[src/rtl/apb3_requester.sv]
// APB3 requester: turns a valid/ready command into one APB3 SETUP/ACCESS transfer
// and returns a response. A bounded wait counter aborts transfers that never see PREADY.
module apb3_requester #(
  parameter int unsigned ADDR_WIDTH     = 32,
  parameter int unsigned DATA_WIDTH     = 32,
  parameter int unsigned TIMEOUT_CYCLES = 16
) (
  input  logic                  PCLK,
  input  logic                  PRESETn,
  input  logic                  cmd_valid,
  output logic                  cmd_ready,
  input  logic                  cmd_write,
  input  logic [ADDR_WIDTH-1:0] cmd_addr,
  input  logic [DATA_WIDTH-1:0] cmd_wdata,
  output logic                  rsp_valid,
  input  logic                  rsp_ready,
  output logic [DATA_WIDTH-1:0] rsp_rdata,
  output logic                  rsp_err,
  output logic                  rsp_timeout,
  output logic [ADDR_WIDTH-1:0] PADDR,
  output logic                  PSEL,
  output logic                  PENABLE,
  output logic                  PWRITE,
  output logic [DATA_WIDTH-1:0] PWDATA,
  input  logic [DATA_WIDTH-1:0] PRDATA,
  input  logic                  PREADY,
  input  logic                  PSLVERR
);

  localparam int unsigned CNT_W = $clog2(TIMEOUT_CYCLES);
  localparam logic [CNT_W-1:0] CNT_LAST = CNT_W'(TIMEOUT_CYCLES - 1);

  typedef enum logic [1:0] {
    IDLE   = 2'd0,
    SETUP  = 2'd1,
    ACCESS = 2'd2,
    RESP   = 2'd3
  } state_e;

  state_e                  state_q, state_d;
  logic [CNT_W-1:0]        cnt_q, cnt_d;
  logic [ADDR_WIDTH-1:0]   paddr_q, paddr_d;
  logic                    pwrite_q, pwrite_d;
  logic [DATA_WIDTH-1:0]   pwdata_q, pwdata_d;
  logic                    psel_q, psel_d;
  logic                    penable_q, penable_d;
  logic                    rsp_valid_q, rsp_valid_d;
  logic [DATA_WIDTH-1:0]   rsp_rdata_q, rsp_rdata_d;
  logic                    rsp_err_q, rsp_err_d;
  logic                    rsp_timeout_q, rsp_timeout_d;

  assign cmd_ready = (state_q == IDLE) & PRESETn;

  // PSEL/PENABLE are computed one cycle ahead so they are registered and
  // line up with the state they belong to.
  always_comb begin
    state_d       = state_q;
    cnt_d         = cnt_q;
    paddr_d       = paddr_q;
    pwrite_d      = pwrite_q;
    pwdata_d      = pwdata_q;
    psel_d        = psel_q;
    penable_d     = penable_q;
    rsp_valid_d   = rsp_valid_q;
    rsp_rdata_d   = rsp_rdata_q;
    rsp_err_d     = rsp_err_q;
    rsp_timeout_d = rsp_timeout_q;
    case (state_q)
      IDLE: begin
        if (cmd_valid && cmd_ready) begin
          paddr_d  = cmd_addr;
          pwrite_d = cmd_write;
          pwdata_d = cmd_wdata;
          psel_d   = 1'b1;
          state_d  = SETUP;
        end
      end
      SETUP: begin
        penable_d = 1'b1;
        cnt_d     = '0;
        state_d   = ACCESS;
      end
      ACCESS: begin
        if (PREADY) begin
          rsp_rdata_d   = pwrite_q ? '0 : PRDATA;
          rsp_err_d     = PSLVERR;
          rsp_timeout_d = 1'b0;
          rsp_valid_d   = 1'b1;
          psel_d        = 1'b0;
          penable_d     = 1'b0;
          state_d       = RESP;
        end else if (cnt_q == CNT_LAST) begin
          rsp_rdata_d   = '0;
          rsp_err_d     = 1'b1;
          rsp_timeout_d = 1'b1;
          rsp_valid_d   = 1'b1;
          psel_d        = 1'b0;
          penable_d     = 1'b0;
          state_d       = RESP;
        end else begin
          cnt_d = cnt_q + 1'b1;
        end
      end
      RESP: begin
        if (rsp_ready) begin
          rsp_valid_d = 1'b0;
          state_d     = IDLE;
        end
      end
      default: state_d = IDLE;
    endcase
  end

  always_ff @(posedge PCLK) begin
    if (!PRESETn) begin
      state_q       <= IDLE;
      cnt_q         <= '0;
      paddr_q       <= '0;
      pwrite_q      <= 1'b0;
      pwdata_q      <= '0;
      psel_q        <= 1'b0;
      penable_q     <= 1'b0;
      rsp_valid_q   <= 1'b0;
      rsp_rdata_q   <= '0;
      rsp_err_q     <= 1'b0;
      rsp_timeout_q <= 1'b0;
    end else begin
      state_q       <= state_d;
      cnt_q         <= cnt_d;
      paddr_q       <= paddr_d;
      pwrite_q      <= pwrite_d;
      pwdata_q      <= pwdata_d;
      psel_q        <= psel_d;
      penable_q     <= penable_d;
      rsp_valid_q   <= rsp_valid_d;
      rsp_rdata_q   <= rsp_rdata_d;
      rsp_err_q     <= rsp_err_d;
      rsp_timeout_q <= rsp_timeout_d;
    end
  end

  assign PADDR       = paddr_q;
  assign PWRITE      = pwrite_q;
  assign PWDATA      = pwdata_q;
  assign PSEL        = psel_q;
  assign PENABLE     = penable_q;
  assign rsp_valid   = rsp_valid_q;
  assign rsp_rdata   = rsp_rdata_q;
  assign rsp_err     = rsp_err_q;
  assign rsp_timeout = rsp_timeout_q;

endmodule
[config.mk]
export PLATFORM = sky130hd
export DESIGN_NAME = apb3_requester
export DESIGN_NICKNAME = d
export VERILOG_FILES = /design/src/rtl/apb3_requester.sv
export SDC_FILE = /design/constraint.sdc
export NUM_CORES = 1
export LEC_CHECK = 0
export CORE_UTILIZATION = 43
export DETAILED_ROUTE_END_ITERATION = 12
export PLACE_DENSITY = 0.82
export SLEW_MARGIN = 40
export SYNTH_ARGS = -nofsm -noshare
export SYNTH_HDL_FRONTEND = slang
export SYNTH_SLANG_ARGS = --single-unit
[constraint.sdc]
create_clock -name PCLK -period 3.1 [get_ports PCLK]
set_clock_uncertainty 0.1 [all_clocks]
set_input_delay 0.62 -clock PCLK [delete_from_list [all_inputs] [get_ports PCLK]]
set_output_delay 0.62 -clock PCLK [all_outputs]
set_load 0.02 [all_outputs]
==> summary by stage <==
Final layout
The final layout net count is between 700 and 800. The share of layout cells above drive strength 1 is 4.949%. The final antenna diode count is 0. The number of fill cells in the layout is between 700 and 800.

The area growth from synthesis to layout is 54.34%.

Route
After detailed routing, the average wire length per cell comes to roughly 14 um. The count of TritonRoute iterations in the first routing pass is 5. The post-detailed-route via-to-cell ratio is ~5.

The routed layout has 4063 vias. The iteration-0 DRC count of the detailed router is 91. The total wirelength of the detailed-routed design is 11.45 mm. The post-route antenna net violation count is 0. After detailed routing, the number of remaining DRC violations is 0.

Worst setup path
Data on the critical path arrives at its endpoint at 1870 ps. In this run the critical register-to-register path is captured at cnt_q[3]$_SDFFE_PN0P_. The endpoint required time on the critical path is 2380 ps. Along the worst path, the maximum fanout reaches 6. The setup check on the worst reg-to-reg path leaves a slack of 1050 ps. The largest incremental delay on the critical path is 600 ps. The critical path ends at cmd_ready. The startpoint type of the worst setup path is a register. Tracing the worst setup path back leads to its startpoint at state_q[0]$_SDFFE_PN0P_. For this design, the slowest cell found on the critical path is sky130_fd_sc_hd__clkdlybuf4s50_1. The nature of the critical path endpoint is an output port.

The beginning of the worst register-to-register path is state_q[0]$_SDFFE_PN0P_. The type of the worst setup path is reg2out. The critical path goes through inv_1 > ha_1 > and2_1 > clkdlybuf4s50_1.

The count of cells along the worst register-to-register path is 5.

Synthesis
After synthesis the netlist holds a flip-flop and latch count of 108. Counting every net in the synthesized netlist gives 611. The register area share after synthesis is between 50% and 60%. Counting flops with a built-in enable in the synthesized netlist gives 0. The count of cell types in the netlist is 35. The synthesized area divided by synthesized cell count is 8.320 sq um. The netlist area before placement is 4177 sq um. The biggest area consumer among synthesized cells is sky130_fd_sc_hd__dfxtp_1. In this run the biggest area consumer among cell types represents 51.77% of the synthesized area. Synthesis produced a netlist whose cell count is between 500 and 600. In the synthesized netlist the dominant register cell turns out to be sky130_fd_sc_hd__dfxtp_1. The number of warnings printed during yosys synthesis is 0. The async set or reset register ratio after synthesis is 0%.

After synthesis, the cell types taking the most area are sky130_fd_sc_hd__dfxtp_1 (52%), sky130_fd_sc_hd__nand2_1 (15%), sky130_fd_sc_hd__o21ai_0 (8.3%).

STA
The time the worst path needs with I/O delays and setup is 2586 ps. Setup repair after global routing left no endpoint under its margin. The number of hold violations in the final report is 0.

The number of endpoints failing setup at the final stage is 0. The transition time of the tightest slew-check pin is 624.0 ps. The number of max-slew violations in the final report is 0. In the finished design, the share of the clock period the worst path needs comes to 83.43%. In the final timing run, aggregate negative setup slack is 0 ps. Measured against its own limit, the worst slew margin works out to 58.40%. The fmax is ~390 MHz.

GRT
The initial antenna violation count came to 0. Entering global routing, the biggest net connects 62 pins. The final global-route overflow total is 0. Global routing consumed, over all layers together, 22.27% of the routing resources. The global-route wire length before repair is 18.05 mm. The number of global-route vias before repair is 3679.

Pwr
The maximum resistive drop on vdd is a little over 300 uV. The power density of the placed cells is 646.0 nW/um^2. Total power for the finished layout comes to 4.165 mW. The reported leakage power is 2.362 nW.

Floorplan
The overall die width is 100.6 um. The floorplan step defined a die boundary enclosing 10110 sq um. The number of I/O pins is 206. The initial core utilization is 44.78%. The overall die height is a little over 100 um. The floorplan has 35 rows. The core box area is 9328 sq um.

Place
The weighted congestion reported at the end of routability-driven placement is 0.7705. Input and output buffers added on the ports amount to 205. The final HPWL from detailed placement is 8.361 mm.

Status
The run finished with clean final reports.

Clocking
Buffers inserted during clock tree synthesis total 9. Once the clock tree was built, the setup fixing pass inserted 0 buffers. The clock passes through at most 2 buffers. Post-CTS repair changed the size of 0 cells. The clock tree from TritonCTS is built. The number of hold buffers added after CTS was 0.

The tree built by TritonCTS fans out to around 110 sinks. For the worst-skew pair, the clock arrives at the later sink with an insertion delay of 350 ps. The tree is rooted in a sky130_fd_sc_hd__clkbuf_8. The H-tree depth is 3. Clock-pin slew was measured on the worst setup and hold paths at 100 ps.

Worst hold path
The path class of the tightest hold or removal check is reg2reg.

Job
The tool flagged a number of max-cap violations equal to 0.
## layer usage
layer	vias up	wire length (um)	track usage (%)
li1	2045	-	-
met1	1855	4913	28.24
met2	149	5629	38.15
met3	14	714	4.369
met4	0	193	7.023
met5	-	0	0
## critical path, delay by kind of cell (launching register included)
family,cells,cell delay [ps]
AND/OR/NAND/NOR,1,160
buffers and inverters,2,710
adder cells (fa/ha/maj),1,290
flip-flops,1,360
## layout make-up
cell class	instances	area [sq um]	area share (%)
Multi-Input combinational cell	346	1769	27.45
Timing Repair Buffer	212	2127	33.00
Tap cell	129	161.4	2.504
Inverter	5	18.77	0.2911
Sequential cell	108	2162	33.54
Clock buffer	10	137.6	2.135
Clock inverter	6	70.07	1.087
## per-stage QoR
stage	utilization [%]	area (sq um)	hold WS (ps)	instances	setup WS, ps
6_report	69.11	6446	360.2	816	513.6
5_1_grt	69.11	6446	378.1	816	407.3
4_1_cts	69.11	6446	365.0	816	498.3
3_5_place_dp	66.88	6238	350.2	800	587.5
3_3_place_gp	66.88	6238	343.9	800	635.3
2_1_floorplan	-	4177	367.7	502	1034
## Yosys cell counts (2+ instances only)
library cell	number
sky130_fd_sc_hd__nand2_1	170
sky130_fd_sc_hd__buf_6	5
sky130_fd_sc_hd__clkbuf_1	11
sky130_fd_sc_hd__a21oi_1	36
sky130_fd_sc_hd__nor3_1	3
sky130_fd_sc_hd__ha_1	6
sky130_fd_sc_hd__a31o_2	4
sky130_fd_sc_hd__clkbuf_2	3
sky130_fd_sc_hd__buf_2	16
sky130_fd_sc_hd__o211a_1	2
sky130_fd_sc_hd__o21ai_0	69
sky130_fd_sc_hd__inv_1	5
sky130_fd_sc_hd__nand2b_1	2
sky130_fd_sc_hd__buf_1	5
sky130_fd_sc_hd__nand3_1	8
sky130_fd_sc_hd__a31o_1	29
sky130_fd_sc_hd__dfxtp_1	108
sky130_fd_sc_hd__buf_4	3
## cell families (layout without fill, tap and decap cells)
group / after synthesis / count (layout) / share of synthesized area [%]
muxes: 1 / 1 / 0.2397
and+or+nand+nor: 191 / 191 / 18.33
AOI/OAI and AO/OA: 148 / 148 / 21.81
adders and majority gates: 6 / 6 / 1.797
buffers and inverters: 48 / 233 / 6.051
DFF: 108 / 108 / 51.77
## worst min-delay path by stage
stage,start,to,cells past startpoint
3_3_place_gp,PWDATA[5]$_SDFFE_PN0P_,PWDATA[5]$_SDFFE_PN0P_,2
5_1_grt,PADDR[22]$_SDFFE_PN0P_,PADDR[22]$_SDFFE_PN0P_,2
3_5_place_dp,PWDATA[5]$_SDFFE_PN0P_,PWDATA[5]$_SDFFE_PN0P_,2
2_1_floorplan,state_q[1]$_SDFFE_PN0P_,state_q[1]$_SDFFE_PN0P_,2
6_report,PADDR[22]$_SDFFE_PN0P_,PADDR[22]$_SDFFE_PN0P_,2
4_1_cts,PWDATA[5]$_SDFFE_PN0P_,PWDATA[5]$_SDFFE_PN0P_,2
## report_power, final
part | total [mW] | internal [mW] | switching (mW)
Clock | 0.882 | 0.404 | 0.478
Sequential | 1.77 | 1.63 | 0.134
Combinational | 1.51 | 0.697 | 0.817
Total | 4.16 | 2.73 | 1.43
## flip-flops by register name, summed over array words and instances (netlist names)
name	flops
rsp_valid	1
rsp_err	1
cnt_q	4
rsp_timeout	1
state_q	2
PWRITE	1
PENABLE	1
rsp_rdata	32
PADDR	32
PWDATA	32
PSEL	1
## cell usage in the layout (no fill, tap or decap), types with 2 or more instances in the layout
cell                              count
sky130_fd_sc_hd__a21oi_1             36
sky130_fd_sc_hd__a31o_1              29
sky130_fd_sc_hd__a31o_2               4
sky130_fd_sc_hd__buf_12               2
sky130_fd_sc_hd__buf_4                6
sky130_fd_sc_hd__clkbuf_8            10
sky130_fd_sc_hd__clkdlybuf4s50_1    204
sky130_fd_sc_hd__clkinv_4             2
sky130_fd_sc_hd__dfxtp_1            108
sky130_fd_sc_hd__ha_1                 6
sky130_fd_sc_hd__inv_1                5
sky130_fd_sc_hd__inv_6                2
sky130_fd_sc_hd__nand2_1            170
sky130_fd_sc_hd__nand2b_1             2
sky130_fd_sc_hd__nand3_1              8
sky130_fd_sc_hd__nor3_1               3
sky130_fd_sc_hd__o211a_1              2
sky130_fd_sc_hd__o21ai_0             69
(Power assumes the default switching activity.)
